$ cat src/rtl/rv_axi_pkg.sv
`default_nettype none
// ============================================================================
//  Module  : rv_axi_pkg
//  Brief   : Shared types and constants for the rv_axi_arb single-beat AXI4
//            arbiter/sequencer (FSM state encoding, bus widths, burst length).
//  Rev     : 1.0  initial release
// ============================================================================
package rv_axi_pkg;

    typedef logic [2:0] u3_t;

    // Transaction sequencer states
    typedef enum u3_t {
        ST_IDLE    = 3'd0,
        ST_ISSUE   = 3'd1,
        ST_WR_ADDR = 3'd2,
        ST_WR_RESP = 3'd3,
        ST_RD_ADDR = 3'd4,
        ST_RD_DATA = 3'd5
    } axi_st_t;

    localparam int         AXI_ADDR_W     = 40;
    localparam int         AXI_DATA_W     = 32;
    // Every transfer is a single beat: AxLEN = 0
    localparam logic [7:0] AXI_LEN_SINGLE = 8'h00;

endpackage : rv_axi_pkg
`default_nettype wire

$ cat src/rtl/rv_axi_arb_rr_arbiter.sv
`default_nettype none
// ============================================================================
//  Module  : rr_arbiter
//  Brief   : Combinational round-robin pick: first asserted request at or
//            after ptr_i, searching cyclically.
//  Ports   : req_i  [N]   request vector
//            ptr_i  [IW]  highest-priority index for this pick
//            gnt_o  [N]   one-hot winner (0 if no request)
//            idx_o  [IW]  encoded winner (0 if no request)
//  Rev     : 1.0  initial release
// ============================================================================
module rr_arbiter #(
    parameter  int N  = 2,
    localparam int IW = (N > 1) ? $clog2(N) : 1
) (
    input  logic [N-1:0]  req_i,
    input  logic [IW-1:0] ptr_i,
    output logic [N-1:0]  gnt_o,
    output logic [IW-1:0] idx_o
);

    always_comb begin : p_pick
        logic found;
        int   j;
        gnt_o = '0;
        idx_o = '0;
        found = 1'b0;
        j     = 0;
        for (int k = 0; k < N; k++) begin
            // Candidate index wraps past N-1 back to 0
            j = int'(ptr_i) + k;
            if (j >= N) begin
                j = j - N;
            end
            if (!found && req_i[j[IW-1:0]]) begin
                found              = 1'b1;
                gnt_o[j[IW-1:0]]   = 1'b1;
                idx_o              = j[IW-1:0];
            end
        end
    end

endmodule : rr_arbiter
`default_nettype wire

$ cat src/rtl/rv_axi_arb.sv
`default_nettype none
// ============================================================================
//  Module  : rv_axi_arb
//  Brief   : Round-robin arbiter/sequencer sharing one single-beat AXI4 master
//            (32-bit data, 40-bit address) between NREQ requesters. One
//            outstanding transaction; len=0, wlast=1 always.
//  Ports   : aclk_i / arst_n_i        clock, async active-low reset
//            req_i/we_i/adr_i/dw_i    per-requester access (we==0 -> read)
//            done_o/dr_o/gnt_o        completion pulse, read data, owner
//            aw*/w*/b*/ar*/r*         AXI4 master channels
//  Rev     : 1.0  initial release
// ============================================================================
module rv_axi_arb #(
    parameter int         NREQ  = 2,
    parameter logic [7:0] ABASE = 8'h00
) (
    input  logic               aclk_i,
    input  logic               arst_n_i,
    // requester side
    input  logic [NREQ-1:0]    req_i,
    input  logic [NREQ*4-1:0]  we_i,
    input  logic [NREQ*32-1:0] adr_i,
    input  logic [NREQ*32-1:0] dw_i,
    output logic [NREQ-1:0]    done_o,
    output logic [31:0]        dr_o,
    output logic [NREQ-1:0]    gnt_o,
    // AXI write address
    output logic [39:0]        awaddr_o,
    output logic [7:0]         awlen_o,
    output logic               awvalid_o,
    input  logic               awready_i,
    // AXI write data
    output logic [31:0]        wr_data_o,
    output logic [3:0]         wstrb_o,
    output logic               wlast_o,
    output logic               wvalid_o,
    input  logic               wready_i,
    // AXI write response
    input  logic               bvalid_i,
    output logic               bready_o,
    // AXI read address
    output logic [39:0]        araddr_o,
    output logic [7:0]         arlen_o,
    output logic               arvalid_o,
    input  logic               arready_i,
    // AXI read data
    input  logic [31:0]        rd_data_i,
    input  logic               rvalid_i,
    input  logic               rlast_i,
    output logic               rready_o
);

    import rv_axi_pkg::*;

    localparam int IW = $clog2(NREQ);

    axi_st_t         state_q;
    logic [IW-1:0]   ptr_q;
    logic [IW-1:0]   ptr_d;
    logic [IW-1:0]   owner_q;
    logic [NREQ-1:0] gnt_q;
    logic [NREQ-1:0] done_q;
    logic [31:0]     dr_q;
    logic [31:0]     adr_q;
    logic [31:0]     dw_q;
    logic [3:0]      we_q;
    logic            awvalid_q;
    logic            wvalid_q;
    logic            arvalid_q;
    logic            bready_q;
    logic            rready_q;

    logic [NREQ-1:0] arb_req;
    logic [NREQ-1:0] arb_gnt;
    logic [IW-1:0]   arb_idx;
    logic [31:0]     sel_adr;
    logic [31:0]     sel_dw;
    logic [3:0]      sel_we;

    // rlast carries no information for single-beat reads
    logic            unused_rlast;
    assign unused_rlast = rlast_i;

    // The requester completing this cycle still holds req; masking it with
    // done_q keeps it from being re-granted on a stale request.
    assign arb_req = req_i & ~done_q;

    rr_arbiter #(
        .N (NREQ)
    ) u_rr_arbiter (
        .req_i (arb_req),
        .ptr_i (ptr_q),
        .gnt_o (arb_gnt),
        .idx_o (arb_idx)
    );

    // Priority moves to the requester after the one just served
    assign ptr_d = (owner_q == IW'(NREQ - 1)) ? '0 : owner_q + 1'b1;

    // Command fields of the current owner
    always_comb begin
        sel_adr = '0;
        sel_dw  = '0;
        sel_we  = '0;
        for (int i = 0; i < NREQ; i++) begin
            if (owner_q == IW'(i)) begin
                sel_adr = adr_i[i*32 +: 32];
                sel_dw  = dw_i[i*32 +: 32];
                sel_we  = we_i[i*4 +: 4];
            end
        end
    end

    always_ff @(posedge aclk_i or negedge arst_n_i) begin
        if (!arst_n_i) begin
            state_q   <= ST_IDLE;
            ptr_q     <= '0;
            owner_q   <= '0;
            gnt_q     <= '0;
            done_q    <= '0;
            dr_q      <= '0;
            adr_q     <= '0;
            dw_q      <= '0;
            we_q      <= '0;
            awvalid_q <= 1'b0;
            wvalid_q  <= 1'b0;
            arvalid_q <= 1'b0;
            bready_q  <= 1'b0;
            rready_q  <= 1'b0;
        end else begin
            // done and dr are single-cycle pulses
            done_q <= '0;
            dr_q   <= '0;
            case (state_q)
                ST_IDLE: begin
                    if (|arb_req) begin
                        gnt_q   <= arb_gnt;
                        owner_q <= arb_idx;
                        state_q <= ST_ISSUE;
                    end
                end
                ST_ISSUE: begin
                    adr_q <= sel_adr;
                    dw_q  <= sel_dw;
                    we_q  <= sel_we;
                    if (|sel_we) begin
                        awvalid_q <= 1'b1;
                        wvalid_q  <= 1'b1;
                        state_q   <= ST_WR_ADDR;
                    end else begin
                        arvalid_q <= 1'b1;
                        state_q   <= ST_RD_ADDR;
                    end
                end
                ST_WR_ADDR: begin
                    // AW and W channels complete independently, in any order
                    if (awready_i) begin
                        awvalid_q <= 1'b0;
                    end
                    if (wready_i) begin
                        wvalid_q <= 1'b0;
                    end
                    if ((!awvalid_q || awready_i) && (!wvalid_q || wready_i)) begin
                        bready_q <= 1'b1;
                        state_q  <= ST_WR_RESP;
                    end
                end
                ST_WR_RESP: begin
                    if (bvalid_i) begin
                        bready_q <= 1'b0;
                        done_q   <= gnt_q;
                        gnt_q    <= '0;
                        ptr_q    <= ptr_d;
                        state_q  <= ST_IDLE;
                    end
                end
                ST_RD_ADDR: begin
                    if (arready_i) begin
                        arvalid_q <= 1'b0;
                        rready_q  <= 1'b1;
                        state_q   <= ST_RD_DATA;
                    end
                end
                ST_RD_DATA: begin
                    if (rvalid_i) begin
                        dr_q     <= rd_data_i;
                        rready_q <= 1'b0;
                        done_q   <= gnt_q;
                        gnt_q    <= '0;
                        ptr_q    <= ptr_d;
                        state_q  <= ST_IDLE;
                    end
                end
                default: begin
                    state_q <= ST_IDLE;
                end
            endcase
        end
    end

    assign done_o    = done_q;
    assign dr_o      = dr_q;
    assign gnt_o     = gnt_q;
    assign awaddr_o  = {ABASE, adr_q};
    assign awlen_o   = AXI_LEN_SINGLE;
    assign awvalid_o = awvalid_q;
    assign wr_data_o = dw_q;
    assign wstrb_o   = we_q;
    assign wlast_o   = 1'b1;
    assign wvalid_o  = wvalid_q;
    assign bready_o  = bready_q;
    assign araddr_o  = {ABASE, adr_q};
    assign arlen_o   = AXI_LEN_SINGLE;
    assign arvalid_o = arvalid_q;
    assign rready_o  = rready_q;

endmodule : rv_axi_arb
`default_nettype wire

$ cat config.mk
export PLATFORM = sky130hd
export DESIGN_NAME = rv_axi_arb
export DESIGN_NICKNAME = d
export VERILOG_FILES = /design/src/rtl/rv_axi_pkg.sv /design/src/rtl/rv_axi_arb_rr_arbiter.sv /design/src/rtl/rv_axi_arb.sv
export SDC_FILE = /design/constraint.sdc
export NUM_CORES = 1
export LEC_CHECK = 0
export ABC_AREA = 1
export BUFFER_PORTS_ARGS = -buffer_cell sky130_fd_sc_hd__buf_2
export CORE_AREA = 10 10 128 130
export DETAILED_ROUTE_END_ITERATION = 8
export DIE_AREA = 0 0 138 140
export PLACE_DENSITY_LB_ADDON = 0.25
export SLEW_MARGIN = 20
export SYNTH_ARGS = -nofsm -noshare
export SYNTH_HDL_FRONTEND = slang
export SYNTH_SLANG_ARGS = --single-unit
$ cat constraint.sdc
create_clock -name aclk_i -period 2.2 [get_ports aclk_i]
set_input_delay 0.22 -clock aclk_i [delete_from_list [all_inputs] [get_ports aclk_i]]
set_output_delay 0.22 -clock aclk_i [all_outputs]
set_load 0.03 [all_outputs]
==> PnR_summary.wiki, run 1 <==
{| class="wikitable"
! Metric !! Value
|-
| Hold Buf Count CTS || 2
|-
| Delay of the slowest cell on the worst path || 0.45 ns
|-
| Cell with the most instances after synthesis || sky130_fd_sc_hd__nor2_1
|-
| Pin count of the biggest net entering global routing || 72
|-
| Die outline height || between 100 and 150 microns
|-
| Source of the critical timing path || owner_q
|-
| Number of distinct standard cells referenced by the synthesized netlist || 20
|-
| Prevailing post-synth register cell || sky130_fd_sc_hd__dfrtp_1
|-
| Final total negative setup slack || 0 ns
|-
| Net count of the finished layout || 1,115
|-
| Antenna-violating nets left || 0
|-
| Number of optimization iterations in the first detailed-route pass || 5
|-
| Share of final-layout standard cells stronger than drive strength 1 || between 30% and 40%
|-
| Outcome || finished clean
|-
| Area growth from synthesis to final layout || 33.9%
|-
| Final-report max-slew violation count || 0
|-
| Number of DRC markers after the initial detailed-route iteration || between 200 and 250
|-
| Total number of placement rows || between 40 and 50
|-
| Beginning of the worst register-to-register path || owner_q
|-
| CTS clk-pin slew, worst paths || 0.05 ns
|-
| Number of flip-flops and latches in the synthesized netlist || roughly 110
|-
| Net Sw Power || about 6 mW
|-
| CTS Buffer Depth || 2
|-
| Post-synthesis area per instance || roughly 8.5 sq um
|-
| RSZ-0062 raised after global routing || false
|-
| Biggest fanout along the worst timing path || 46
|-
| DP Worst Slack || 0.704 ns
|-
| Post-layout minimum cycle time || 1.51 ns
|-
| Clock latency on the worst-skew pair || 0.41 ns
|-
| Ys Warns || 0
|-
| Final non-filler cell area || roughly 0.0076 sq mm
|-
| Reg power frac || 27.3%
|-
| Area fraction of the dominant cell type after synthesis || 50.5%
|-
| Final worst-path setup slack || between 0.6 and 0.7 ns
|-
| Number of max-cap violations || 0
|-
| Clock power frac || 22.3%
|-
| Fmax || about 660 MHz
|-
| H-tree Lvls || 4
|-
| Count of cells resized by post-cts repair || 0
|-
| Sink Count || 114
|-
| Path class of the lowest-slack min-delay path || input port to flop
|-
| Total global-route track usage || 18.6%
|-
| Post-synthesis async set-or-reset flop share || 100%
|-
| Startpoint of the tightest hold check path || rd_data_i[10]
|-
| Wire length of the first global-routing pass || 28,700 microns
|-
| Most used standard cells in the synthesized netlist || 173 x sky130_fd_sc_hd__nor2_1, 161 x sky130_fd_sc_hd__nand2_1, 114 x sky130_fd_sc_hd__dfrtp_1, 67 x sky130_fd_sc_hd__buf_4, 50 x sky130_fd_sc_hd__o31ai_1
|-
| Total power density per cell area || 1680 mW/mm^2
|-
| Final critical-path share of the clock period || 68.7%
|-
| Die outline area || roughly 0.019 sq mm
|-
| Final worst hold slack || roughly 0.03 ns
|-
| Standard cell core area || roughly 0.014 sq mm
|-
| Crit. End Element || flop
|-
| Cell chosen for the clock root || sky130_fd_sc_hd__clkbuf_16
|-
| Endpoint arrival time on the critical path || between 1.5 and 2 ns
|-
| Fill cells || approximately 1,300
|-
| Final hold violation count || 0
|-
| Transition time of the tightest slew-check pin || around 0.53 ns
|-
| CP Launch Type || flop
|-
| RD Place Congestion || 0.836
|-
| Placed Instance Area || approximately 0.007 sq mm
|-
| Max rail drop VDD || 916 uV
|-
| Initial cell density of the core || between 40% and 50%
|-
| Critical setup path kind || flop to flop
|-
| Seq. cell area || 0.00285 sq mm
|-
| Dominant cells by area after synthesis || sky130_fd_sc_hd__dfrtp_1 51%, sky130_fd_sc_hd__nor2_1 12%, sky130_fd_sc_hd__nand2_1 11%
|-
| Worst-path cell chain || inv_2 -> buf_4 -> nor2_1 -> o31ai_1
|-
| Seq/Total Area, Yosys || between 50 and 60%
|-
| Cell Area, Synth || between 0.005 and 0.006 sq mm
|-
| Port-buffer cells || 317
|-
| Area taken by multi-input logic gates || 0.00205 sq mm
|-
| Number of DRC violations after detailed routing || 0
|-
| Worst slew margin relative to its limit || 64.9%
|-
| Switching part of the total power || 47.8%
|-
| Via count of the first global-routing pass || 5,216
|-
| Post-synth EDFFs || 0
|-
| CTS tree || done
|-
| Static leakage || 4.33 nW
|-
| CP Data Required Time || around 2.5 ns
|-
| Setup fix buffers added after clock tree synthesis || 0
|-
| Die Wd || 138 microns
|-
| Initial antenna violation count || 0
|-
| Antenna diode count || 0
|-
| HPWL Detailed || 14,700 microns
|-
| Gate count of the mapped netlist || 661
|-
| Power share of the combinational group || 50.4%
|-
| Slowest library cell on the worst path || sky130_fd_sc_hd__dfrtp_2
|-
| TritonCTS buffer count || 17
|-
| Cell taking the most area after synthesis || sky130_fd_sc_hd__dfrtp_1
|-
| Internal Power || 6.62 mW
|-
| Top Ports || between 300 and 400
|-
| Average wire length per cell after detail routing || 17.0 microns
|-
| Detailed-route via count || 5,201
|-
| Via/cell ratio || 4.61
|-
| Total Wirelength || just under 20,000 microns
|-
| Grt total ovfl || 0
|-
| Clk_skew || 0.00430 ns
|-
| Total of endpoints with negative setup slack in the final report || 0
|}
layer usage:
layer / track usage [%] / vias to the layer above / routed length [microns]
li1: - / 2546 / -
met1: 20.7 / 2378 / 7460
met2: 32.2 / 247 / 9840
met3: 5.41 / 30 / 1370
met4: 8.60 / 0 / 532
met5: 0 / - / 0
power groups by stage:
stage / combinational [mW] / clock (mW) / sequential [mW]
after floorplan: 3.74 / 0 / 4.86
after global placement: 6.41 / 0 / 3.46
after detailed placement: 6.45 / 0 / 3.49
after CTS: 6.47 / 2.90 / 3.46
after global routing: 6.91 / 2.99 / 3.57
final: 6.39 / 2.83 / 3.46
layout make-up:
class | count | share of cell area (%)
repair buffers | 329 | 22.9
clock inverters | 11 | 2.14
inverters | 24 | 1.19
well taps | 180 | 2.98
clock buffers | 20 | 5.91
flip-flops and latches | 114 | 37.8
multi-input cells | 451 | 27.1
path summary, 6_finish.rpt:
| kind | to | slack [ns] | cells past startpoint |
|---|---|---|---|
| setup / recovery | wr_data_o[18] | 0.69 | 4 |
| hold / removal | dr_o[10] | 0.03 | 3 |
| setup reg to reg | wr_data_o[18] | 0.69 | 4 |
| hold reg to reg | wstrb_o[2] | 0.47 | 2 |
| max in group asynchronous | adr_q[3] | 1.25 | 3 |
| min in group asynchronous | adr_q[27] | 0.32 | 2 |
cells by family after synthesis:
family	after synthesis	synth area share, %
AOI/OAI and AO/OA	76	10.8
buffers and inverters	127	15.3
DFF	114	50.5
other	2	0.133
and+or+nand+nor	342	23.2
sequential cells by signal, indices dropped and copies added, names as in the netlist:
register and flops:
wr_data_o 32, arvalid_o 1, wvalid_o 1, bready_o 1, adr_q 32, state_q 3
gnt_o 2, done_o 2, ptr_q 1, wstrb_o 4, dr_o 32, awvalid_o 1
owner_q 1, rready_o 1
critical path: cells and delay by family, from the launching register on:
family | cells | cell delay, ns
flip-flops | 1 | 0.45
AND/OR/NAND/NOR | 1 | 0.10
buffers and inverters | 2 | 0.55
AO/OA/AOI/OAI | 1 | 0.27
through the flow:
| step | std cells | power, mW | util [%] |
|---|---|---|---|
| global route | 1129 | 13.5 | 54.9 |
| finish | 1129 | 12.7 | 54.9 |
| global placement | 1096 | 9.87 | 50.3 |
| floorplan | 692 | 8.59 | - |
| detailed placement | 1096 | 9.94 | 50.3 |
| CTS | 1129 | 12.8 | 54.9 |
placed cells by master, fill, tap and decap left out, drive strengths merged:
cell type / n
a21oi: 2
buf: 327
bufinv: 4
clkbuf: 20
clkinv: 6
clkinvlp: 1
conb: 33
dfrtp: 114
dlygate4sd3: 2
inv: 24
nand2: 161
nand3: 7
nor2: 173
nor3: 1
o21ai: 10
o31ai: 64
Power figures use the tool's default switching activity.
==> inputs of run 2 (changes only) <==
--- a/config.mk
+++ b/config.mk
@@ -7,9 +7,9 @@
 export LEC_CHECK = 0
 export ABC_AREA = 1
 export BUFFER_PORTS_ARGS = -buffer_cell sky130_fd_sc_hd__buf_2
-export CORE_AREA = 10 10 128 130
+export CORE_MARGIN = 10
+export CORE_UTILIZATION = 39
 export DETAILED_ROUTE_END_ITERATION = 8
-export DIE_AREA = 0 0 138 140
 export PLACE_DENSITY_LB_ADDON = 0.25
 export SLEW_MARGIN = 20
 export SYNTH_ARGS = -nofsm -noshare
==> constraint.sdc (replaced) <==
create_clock -name aclk_i -period 1.2 [get_ports aclk_i]
set_input_delay 0.12 -clock aclk_i [delete_from_list [all_inputs] [get_ports aclk_i]]
set_output_delay 0.12 -clock aclk_i [all_outputs]
set_load 0.03 [all_outputs]
==> run 2 against run 1 <==
Effect of this change: the flow now finishes with violations (negative hold slack, negative setup slack); wire length is 11% higher; via count up 10%; sequential power rose by 82%; critical path depth unchanged; clock-buffer cell count rose by 4; first-iteration DRC count grew 8.5%; largest power group unchanged.
==> PnR_summary.wiki, run 2 (synthesis results as in run 1) <==
{| class="wikitable"
! Metric !! Value
|-
| Outcome || finished with violations
|-
| Failing checks || negative hold slack, negative setup slack
|-
| Antenna-violating nets left || 0 (unchanged)
|-
| Via/cell ratio || 4.69 (+1.7%)
|-
| Total Wirelength || 21,300 microns (+11%)
|-
| Crit. End Element || flop
|-
| Placed Instance Area || 0.00712 sq mm (+2.7%)
|-
| Clk_skew || 0.00657 ns (+0.00227 ns)
|-
| Fmax || 783 MHz (+18%)
|-
| Total global-route track usage || 20.7% (+2.1 points)
|-
| CP Launch Type || flop
|-
| Final worst-path setup slack || -0.0774 ns (-0.765 ns)
|-
| Fill cells || 1,164 (-13%)
|-
| Critical setup path kind || flop to flop
|-
| Final hold violation count || 1 (+1)
|-
| Final worst hold slack || -0.00177 ns (-0.0319 ns)
|-
| Slowest library cell on the worst path || sky130_fd_sc_hd__dfrtp_1
|-
| Die outline area || 0.0197 sq mm (+1.9%)
|-
| Static leakage || 4.86 nW (+12%)
|-
| Number of DRC markers after the initial detailed-route iteration || 268 (+8.5%)
|-
| Family of cells with the greatest summed delay on the critical path || flip-flops
|-
| CTS clk-pin slew, worst paths || 0.05 ns (about the same)
|-
| Area taken by multi-input logic gates || 0.00240 sq mm (+17%)
|-
| Number of DRC violations after detailed routing || 0 (unchanged)
|-
| Endpoint arrival time on the critical path || 1.59 ns (-0.23 ns)
|-
| Path class of the lowest-slack min-delay path || input port to flop
|-
| Delay of the slowest cell on the worst path || 0.41 ns (-0.04 ns)
|-
| Biggest fanout along the worst timing path || 48 (+4.3%)
|-
| Clock latency on the worst-skew pair || 0.42 ns (about the same)
|-
| H-tree Lvls || 4 (unchanged)
|-
| Initial antenna violation count || 3 (+3)
|-
| Net count of the finished layout || 1,207 (+8.3%)
|-
| Post-layout minimum cycle time || 1.28 ns (-0.235 ns)
|-
| CTS Buffer Depth || 2 (unchanged)
|-
| Wire length of the first global-routing pass || 32,800 microns (+14%)
|-
| TritonCTS buffer count || 17 (unchanged)
|-
| Detailed-route via count || 5,731 (+10%)
|-
| Die Wd || 140 microns (+1.7%)
|-
| CTS tree || done
|-
| Top Ports || 352 (unchanged)
|-
| HPWL Detailed || 15,000 microns (+1.8%)
|-
| Area growth from synthesis to final layout || 57.7%
|-
| Number of max-cap violations || 0 (unchanged)
|-
| Worst-path cell chain || inv_2 -> nand3_4 -> buf_12 -> o31ai_2
|-
| Total power density per cell area || 2890 mW/mm^2 (+72%)
|-
| Max rail drop VDD || 1390 uV (+51%)
|-
| Cell chosen for the clock root || sky130_fd_sc_hd__clkbuf_16
|-
| Final critical-path share of the clock period || 106% (+38 points)
|-
| Grt total ovfl || 0 (unchanged)
|-
| Total number of placement rows || 43 (unchanged)
|-
| Die outline height || 140 microns (+0.21%)
|-
| Average wire length per cell after detail routing || 17.4 microns (+2.2%)
|-
| Seq. cell area || 0.00286 sq mm (about the same)
|-
| Via count of the first global-routing pass || 6,108 (+17%)
|-
| CP Buf/Inv Count || 2 (unchanged)
|-
| Initial cell density of the core || 40.2% (-0.79 points)
|-
| Pin count of the biggest net entering global routing || 49 (-32%)
|-
| Port-buffer cells || 317 (unchanged)
|-
| RSZ-0062 raised after global routing || true
|-
| Sink Count || 114 (unchanged)
|-
| CP Data Required Time || 1.51 ns (-1.00 ns)
|-
| RD Place Congestion || 0.852 (+1.9%)
|-
| Final non-filler cell area || 0.00890 sq mm (+18%)
|-
| Standard cell core area || 0.0140 sq mm (+2.0%)
|-
| Final-report max-slew violation count || 0 (unchanged)
|-
| Number of optimization iterations in the first detailed-route pass || 5 (unchanged)
|-
| Share of final-layout standard cells stronger than drive strength 1 || 47.7% (+8.1 points)
|-
| Most frequent cells in the layout || 314 x sky130_fd_sc_hd__buf_2, 145 x sky130_fd_sc_hd__nor2_1, 144 x sky130_fd_sc_hd__nand2_1
|-
| Most frequent standard cell in the layout excluding fill and tap cells || sky130_fd_sc_hd__buf_2
|-
| Total of endpoints with negative setup slack in the final report || 65 (+65)
|}
run 2: cell types whose count changed in the layout (fill, tap and decap cells not counted), sizes merged:
| cell | before | now |
|---|---|---|
| dlygate4sd3 | 2 | 62 |
| diode | 0 | 3 |
| clkinv | 6 | 4 |
| clkinvlp | 1 | 0 |
| buf | 327 | 357 |
| clkbuf | 20 | 26 |
| bufinv | 4 | 2 |
run 2: where the power goes:
group          leakage (nW)  switching (mW)  internal [mW]  total (mW)
Clock                 0.280            1.70           3.18        4.88
Combinational          3.14            9.56           4.98        14.5
Sequential             1.44           0.916           5.36        6.28
run 2: timing repair:
item / 4_1_cts / 5_1_grt
hold buffers: 62 / 0
hold endpoints to repair: 164 / 0
cloned: 3 / 1
gates resized for setup: 81 / 41
endpoints found under the setup margin: 76 / 109
pin swaps: 10 / 3
setup buffers: 7 / 1
run 2: area by class of cell:
| cell class | count | share of cell area, % |
|---|---|---|
| Timing Repair Buffer | 421 | 30.9 |
| Sequential cell | 114 | 32.1 |
| Clock buffer | 24 | 5.41 |
| Tap cell | 180 | 2.53 |
| Antenna cell | 3 | 0.0843 |
| Clock inverter | 6 | 0.900 |
| Inverter | 24 | 1.10 |
| Multi-Input combinational cell | 451 | 27.0 |
run 2: per-stage QoR:
step	setup TNS, ns	instances	total power, mW	setup slack (ns)	util (%)
after floorplan	0	692	15.8	0.00168	-
after global placement	-0.970	1116	18.5	-0.117	50.7
after detailed placement	-2.93	1116	18.6	-0.155	50.7
after CTS	-0.841	1218	25.2	-0.0616	62.2
after global routing	-8.05	1223	27.2	-0.174	63.4
final	-2.09	1223	25.7	-0.0774	63.4
run 2: path summary, 6_finish.rpt:
check / startpoint / end / slack, ns / depth (start not counted)
min in group asynchronous: arst_n_i / adr_q[25] / 0.17 / 2
setup / recovery: state_q[1] / adr_q[13] / -0.08 / 4
hold / removal: dw_i[12] / wr_data_o[12] / -0.002 / 3
hold reg to reg: wstrb_o[1] / wstrb_o[1] / 0.48 / 2
setup reg to reg: state_q[1] / adr_q[13] / -0.08 / 4
max in group asynchronous: arst_n_i / wr_data_o[22] / 0.48 / 3
run 2: per-layer routing:
layer  wire length (microns)  global-route usage (%)  share of wire [%]
met5                       0                       0                  0
met4                     585                    8.64                2.8
met3                    1530                    7.40                7.2
met2                   11200                    36.0                 53
met1                    7960                    22.3                 37
run 2: worst register-to-register path, delay by kind of cell (launching register included):
kind                   cells  cell delay [ns]
DFF                        1             0.41
AOI/OAI and AO/OA          1             0.25
and+or+nand+nor            1             0.17
buffers and inverters      2             0.35
